### src/rtl/keypad_if.sv
// Key event channel between the keypad scanner and its consumer.
// The scanner drives the event and status lines; the consumer returns key_ready.
interface keypad_if #(
  parameter int KW = 4
) ();
  logic [KW-1:0] key_code;
  logic          key_valid;
  logic          key_ready;
  logic          key_held;
  logic          multi_key;
  logic          overrun;

  modport master (
    output key_code, key_valid, key_held, multi_key, overrun,
    input  key_ready
  );

  modport slave (
    input  key_code, key_valid, key_held, multi_key, overrun,
    output key_ready
  );
endinterface

### src/rtl/keypad_scanner.sv
// Matrix keypad scanner: one-hot row strobes, synchronised column sense,
// press/release debounce, chord suppression and a valid/ready key event.
//
// state    | meaning
// SCAN     | strobe rows in turn, sample columns on the last dwell cycle
// DEBOUNCE | row locked, count consecutive samples equal to the captured pattern
// HELD     | key or chord accepted, row locked, count consecutive all-zero samples
module keypad_scanner #(
  parameter int ROWS            = 4,
  parameter int COLS            = 4,
  parameter int SCAN_CYCLES     = 4,
  parameter int DEBOUNCE_CYCLES = 8,
  localparam int KW = ($clog2(ROWS * COLS) > 1) ? $clog2(ROWS * COLS) : 1
) (
  input  logic            clk,
  input  logic            reset,
  input  logic [COLS-1:0] col_in,
  output logic [ROWS-1:0] row_out,
  keypad_if.master        kp
);

  localparam int RW = (ROWS > 1) ? $clog2(ROWS) : 1;
  localparam int CW = (COLS > 1) ? $clog2(COLS) : 1;
  localparam int DW = $clog2(SCAN_CYCLES);
  localparam int BW = $clog2(DEBOUNCE_CYCLES + 1);

  localparam logic [RW-1:0] ROW_LAST   = RW'(ROWS - 1);
  localparam logic [DW-1:0] DWELL_LAST = DW'(SCAN_CYCLES - 1);
  localparam logic [BW-1:0] DB_LAST    = BW'(DEBOUNCE_CYCLES - 1);

  typedef enum logic [1:0] {SCAN, DEBOUNCE, HELD} state_t;

  logic [COLS-1:0] sync1_q, col_s_q;
  state_t          state_q, state_d;
  logic [RW-1:0]   row_q, row_d, row_next;
  logic [DW-1:0]   dwell_q, dwell_d;
  logic [BW-1:0]   cnt_q, cnt_d;
  logic [COLS-1:0] pat_q, pat_d;
  logic            valid_q, valid_d;
  logic [KW-1:0]   code_q, code_d;
  logic            held_q, held_d;
  logic            multi_q, multi_d;
  logic            overrun_q, overrun_d;

  logic            ev;
  logic            pat_onehot;
  logic [CW-1:0]   pat_idx;
  logic [KW-1:0]   ev_code;

  always_comb begin
    pat_idx = '0;
    for (int c = 0; c < COLS; c++) begin
      if (pat_q[c]) pat_idx = CW'(c);
    end
  end

  assign pat_onehot = (pat_q != '0) && ((pat_q & (pat_q - 1'b1)) == '0);
  assign ev_code    = KW'(int'(row_q) * COLS + int'(pat_idx));
  assign row_next   = (row_q == ROW_LAST) ? '0 : row_q + 1'b1;

  always_comb begin
    state_d   = state_q;
    row_d     = row_q;
    dwell_d   = dwell_q;
    cnt_d     = cnt_q;
    pat_d     = pat_q;
    held_d    = held_q;
    multi_d   = multi_q;
    ev        = 1'b0;

    unique case (state_q)
      SCAN: begin
        if (dwell_q == DWELL_LAST) begin
          dwell_d = '0;
          if (col_s_q == '0) begin
            row_d = row_next;
          end else begin
            pat_d   = col_s_q;
            cnt_d   = BW'(1);
            state_d = DEBOUNCE;
          end
        end else begin
          dwell_d = dwell_q + 1'b1;
        end
      end
      DEBOUNCE: begin
        if (col_s_q == pat_q) begin
          if (cnt_q == DB_LAST) begin
            state_d = HELD;
            cnt_d   = '0;
            if (pat_onehot) begin
              ev     = 1'b1;
              held_d = 1'b1;
            end else begin
              multi_d = 1'b1;
            end
          end else begin
            cnt_d = cnt_q + 1'b1;
          end
        end else begin
          state_d = SCAN;
          row_d   = row_next;
          dwell_d = '0;
        end
      end
      HELD: begin
        // Release needs an unbroken run of all-zero samples.
        if (col_s_q == '0) begin
          if (cnt_q == DB_LAST) begin
            state_d = SCAN;
            row_d   = row_next;
            dwell_d = '0;
            cnt_d   = '0;
            held_d  = 1'b0;
            multi_d = 1'b0;
          end else begin
            cnt_d = cnt_q + 1'b1;
          end
        end else begin
          cnt_d = '0;
        end
      end
      default: state_d = SCAN;
    endcase
  end

  always_comb begin
    valid_d   = valid_q;
    code_d    = code_q;
    overrun_d = 1'b0;
    if (ev) begin
      // An unconsumed event wins; the new one is dropped and flagged.
      if (valid_q && !kp.key_ready) begin
        overrun_d = 1'b1;
      end else begin
        valid_d = 1'b1;
        code_d  = ev_code;
      end
    end else if (valid_q && kp.key_ready) begin
      valid_d = 1'b0;
    end
  end

  always_ff @(posedge clk) begin
    if (reset) begin
      sync1_q   <= '0;
      col_s_q   <= '0;
      state_q   <= SCAN;
      row_q     <= '0;
      dwell_q   <= '0;
      cnt_q     <= '0;
      pat_q     <= '0;
      valid_q   <= 1'b0;
      code_q    <= '0;
      held_q    <= 1'b0;
      multi_q   <= 1'b0;
      overrun_q <= 1'b0;
    end else begin
      sync1_q   <= col_in;
      col_s_q   <= sync1_q;
      state_q   <= state_d;
      row_q     <= row_d;
      dwell_q   <= dwell_d;
      cnt_q     <= cnt_d;
      pat_q     <= pat_d;
      valid_q   <= valid_d;
      code_q    <= code_d;
      held_q    <= held_d;
      multi_q   <= multi_d;
      overrun_q <= overrun_d;
    end
  end

  assign row_out      = ROWS'(1) << row_q;
  assign kp.key_code  = code_q;
  assign kp.key_valid = valid_q;
  assign kp.key_held  = held_q;
  assign kp.multi_key = multi_q;
  assign kp.overrun   = overrun_q;

endmodule
### src/flat_wrapper.sv
// flat-port wrapper written by rule: the top's interface ports become plain ports
module keypad_scanner_flat 
#(
  parameter int ROWS            = 4,
  parameter int COLS            = 4,
  parameter int SCAN_CYCLES     = 4,
  parameter int DEBOUNCE_CYCLES = 8,
  localparam int KW = ($clog2(ROWS * COLS) > 1) ? $clog2(ROWS * COLS) : 1
)
  (clk, reset, col_in, row_out, kp_key_code, kp_key_valid, kp_key_held, kp_multi_key, kp_overrun, kp_key_ready);
  keypad_if kp_i ();
  input  logic clk;
  input  logic reset;
  input  logic [COLS-1:0] col_in;
  output logic [ROWS-1:0] row_out;
  output wire logic [$bits(kp_i.key_code)-1:0] kp_key_code;
  output wire logic [$bits(kp_i.key_valid)-1:0] kp_key_valid;
  output wire logic [$bits(kp_i.key_held)-1:0] kp_key_held;
  output wire logic [$bits(kp_i.multi_key)-1:0] kp_multi_key;
  output wire logic [$bits(kp_i.overrun)-1:0] kp_overrun;
  input wire logic [$bits(kp_i.key_ready)-1:0] kp_key_ready;
  assign kp_key_code = kp_i.key_code;
  assign kp_key_valid = kp_i.key_valid;
  assign kp_key_held = kp_i.key_held;
  assign kp_multi_key = kp_i.multi_key;
  assign kp_overrun = kp_i.overrun;
  assign kp_i.key_ready = kp_key_ready;
  keypad_scanner #(.ROWS(ROWS), .COLS(COLS), .SCAN_CYCLES(SCAN_CYCLES), .DEBOUNCE_CYCLES(DEBOUNCE_CYCLES)) u_core (.clk(clk), .reset(reset), .col_in(col_in), .row_out(row_out), .kp(kp_i));
endmodule
### config.mk
export PLATFORM = sky130hd
export DESIGN_NAME = keypad_scanner_flat
export DESIGN_NICKNAME = d
export VERILOG_FILES = /design/src/rtl/keypad_if.sv /design/src/rtl/keypad_scanner.sv /design/src/flat_wrapper.sv
export SDC_FILE = /design/constraint.sdc
export NUM_CORES = 1
export LEC_CHECK = 0
export ABC_AREA = 0
export CAP_MARGIN = 20
export CORE_ASPECT_RATIO = 0.8
export CORE_UTILIZATION = 37
export DETAILED_ROUTE_END_ITERATION = 10
export PLACE_DENSITY = 0.56
export SKIP_CTS_REPAIR_TIMING = 1
export SLEW_MARGIN = 20
export SYNTH_ARGS = -nofsm -noshare
export SYNTH_HDL_FRONTEND = slang
export SYNTH_SLANG_ARGS = --single-unit
### constraint.sdc
create_clock -name clk -period 3.9 [get_ports clk]
set_clock_uncertainty 0.1 [all_clocks]
set_input_delay 0.585 -clock clk [delete_from_list [all_inputs] [get_ports clk]]
set_output_delay 0.585 -clock clk [all_outputs]
set_load 0.02 [all_outputs]
==> flow_summary_export.csv <==
group,metric,value,unit
run_status,outcome,"finished, final reports clean",
timing,finalHoldViolCount,0,
synthesis,yosys_warnings,0,
finish,drive_gt1_share,8.99,%
timing,period_needed,2.17,ns
placement,place_congestion,0.828,
clock_network,clk_pin_slew_worst_paths,0.06,ns
setup_path,crit_fanout,5,
timing,worst_slew_pin_slew,0.605,ns
timing,slew_viol_final,0,
drt,first_pass_iters,4,
setup_path,crit_buf_inv,2,
power,ir_drop,232,uV
clock_network,root_buffer,"clkbuf_8",
setup_path,reg2reg_setup_slack,1.75,ns
setup_path,required,3.21,ns
synthesis,ys.flop_type,"dfxtp_1",
synthesis,yosysSeqAreaShare,39.6,%
global_route,grt.total_usage,15.2,%
synthesis,netlist_area,1520,um2
timing,tns,0,ns
clock_network,cts_made_buffers,5,
placement,hpwl,2.14,mm
global_route,gr-total-overflow,0,
synthesis,async_flop_share,0,%
floorplanning,placementRows,20,
synthesis,ys_seq_elements,30,
hold_path,holdPathStages,1,
setup_path,critPathMaxStageDelay,0.53,ns
drt,drc,0,
placement,port_buffers,18,
setup_path,crit_family,"buffers and inverters",
floorplanning,initial_core_util,39.4,%
finish,insertedDiodeCount,0,
global_route,grt_pass1_vias,983,
clock_network,h-tree-depth,2,
clock_network,cts_buffer_depth,2,
hold_path,min_path_type,"reg2reg",
setup_path,critPathLaunchType,"register",
global_route,grt_pass1_wl,4.80,mm
drt,drt-vias-per-instance,5.08,
timing,timing.hold.ws,0.341,ns
clock_network,cts_tree,"built",
finish,fill_cells,390,
global_route,antenna_found_initial,0,
clock_network,clk-insertion-delay-late,0.28,ns
setup_path,critical_path_depth,3,
timing,min_period_over_period,55.6,%
floorplanning,die_area,4360,um2
timing,relSlewSlack,59.7,%
floorplanning,die_w,73.6,um
synthesis,synth_cell_types,40,
global_route,grt_max_degree,37,
setup_path,path_cells,"inv_1 -> ha_1 -> clkdlybuf4s50_1",
synthesis,syn-num-nets,176,
drt,ant_nets,0,
timing,rsz0062_at_grt,"no",
timing,fmax,461,MHz
drt,drt_iter0_drc,64,
drt,wl_per_cell,12.6,um
setup_path,slowest_stage,"clkdlybuf4s50_1",
setup_path,critPathCaptureType,"output port",
floorplanning,pin_count,19,
setup_path,worstPathArrival,1.48,ns
setup_path,rr_worst_depth,5,
finish,nets,194,
clock_network,clock_sinks,30,
drt,wirelength,2.94,mm
synthesis,syn_avg_cell_area,9.54,um2
floorplanning,fp.coreArea,3850,um2
timing,setup_viol,0,
job,max_cap_violations,0,
floorplanning,die-height,59.3,um
power,p_leak,0.000700,uW
power,p_per_area,441,nW/um2
setup_path,path_class,"reg2out",
finish,area_delta_synth_final,19.9,%
synthesis,synth-edff-count,0,
drt,num_vias,1184,
synthesis,netlist_instances,159,
## routing by layer
layer | share of wire [%] | up-vias | GRT usage, %
li1 | - | 601 | -
met1 | 53 | 550 | 22.6
met2 | 40 | 26 | 18.5
met3 | 5.3 | 7 | 6.80
met4 | 1.4 | 0 | 5.49
met5 | 0 | - | 0
## worst paths after layout
check	start	end
min reg2reg	u_core.sync1_q[3]$_SDFF_PP0_	u_core.col_s_q[3]$_SDFF_PP0_
min	u_core.sync1_q[3]$_SDFF_PP0_	u_core.col_s_q[3]$_SDFF_PP0_
max	u_core.row_q[0]$_SDFFE_PP0P_	row_out[0]
max reg2reg	u_core.cnt_q[0]$_SDFFE_PP0P_	u_core.row_q[1]$_SDFFE_PP0P_
## where the power goes
part / total [uW] / switching [uW] / internal (uW)
Sequential: 353 / 22.6 / 331
Combinational: 199 / 114 / 84.8
Clock: 250 / 108 / 142
Total: 803 / 245 / 558
## area by class of cell
type                       instances  area (um2)  area share (%)
clock inverter                     1        5.00           0.275
timing repair buffer              18         175            9.64
tap                               55        68.8            3.79
clock buffer                       7        86.3            4.75
sequential                        30         601            33.0
inverter                           6        22.5            1.24
multi-input combinational        116         860            47.3
## worst reg2reg max path, delay by kind of cell (launching register included)
kind,cells,cell delay [ns]
flops,1,0.38
compound gates,3,1.00
fa+ha+maj,1,0.25
simple gates,1,0.28
## flip-flops by register name, indices dropped and copies added, names as in the netlist, 2 cells and up
register	flops
u_core.sync1_q	4
u_core.col_s_q	4
u_core.kp.key_code	4
u_core.state_q	2
u_core.pat_q	4
u_core.row_q	2
u_core.dwell_q	2
u_core.cnt_q	4
## per-stage QoR
stage / std cells / instance area [um2] / power (uW) / utilization (%) / setup slack (ns)
2_1_floorplan: 159 / 1520 / 508 / - / 2.04
3_3_place_gp: 225 / 1730 / 552 / 44.9 / 1.46
3_5_place_dp: 225 / 1730 / 560 / 44.9 / 1.42
4_1_cts: 233 / 1820 / 812 / 47.3 / 1.68
5_1_grt: 233 / 1820 / 857 / 47.2 / 1.60
6_report: 233 / 1820 / 803 / 47.2 / 1.73
## cell usage after synthesis (2+ instances only)
| library cell | instances | share of area, % |
|---|---|---|
| a21oi_1 | 12 | 4.0 |
| nand2_1 | 7 | 1.7 |
| nor4b_1 | 2 | 1.2 |
| o21ai_0 | 5 | 1.6 |
| inv_1 | 6 | 1.5 |
| xor2_1 | 5 | 2.9 |
| clkbuf_1 | 5 | 1.2 |
| nand3_1 | 8 | 2.6 |
| dfxtp_1 | 30 | 40 |
| a211oi_1 | 3 | 1.5 |
| nor3_1 | 5 | 1.6 |
| ha_1 | 10 | 8.3 |
| nand2b_1 | 8 | 3.3 |
| mux2i_1 | 6 | 4.0 |
| mux2_2 | 2 | 1.5 |
| nor2_1 | 8 | 2.0 |
| a21boi_0 | 2 | 0.99 |
| nand3b_1 | 3 | 1.5 |
| nor2b_1 | 11 | 4.5 |
## placed cells by master, fill, tap and decap left out, drive strengths merged, types with 5 or more instances in the layout
cell type      netlist  layout
xor2                 5       5
nand3                8       8
clkdlybuf4s50        0      17
nor2                 8       8
clkbuf               5       7
dfxtp               30      30
a21oi               12      12
nor2b               11      11
ha                  10      10
nand2b               9       9
nand2                7       7
inv                  6       6
nor3                 6       6
mux2i                6       6
o21ai                5       5
## logic make-up after synthesis
| kind of cell | Yosys count | share of synthesized area [%] |
|---|---|---|
| buffers and inverters | 13 | 3.71 |
| flip-flops | 30 | 39.6 |
| AND/OR/NAND/NOR | 63 | 25.7 |
| multiplexers | 8 | 5.45 |
| adder cells (fa/ha/maj) | 10 | 8.25 |
| XOR/XNOR | 5 | 2.89 |
| AO/OA/AOI/OAI | 30 | 14.4 |
No activity file was read; power rests on OpenSTA's default activity.
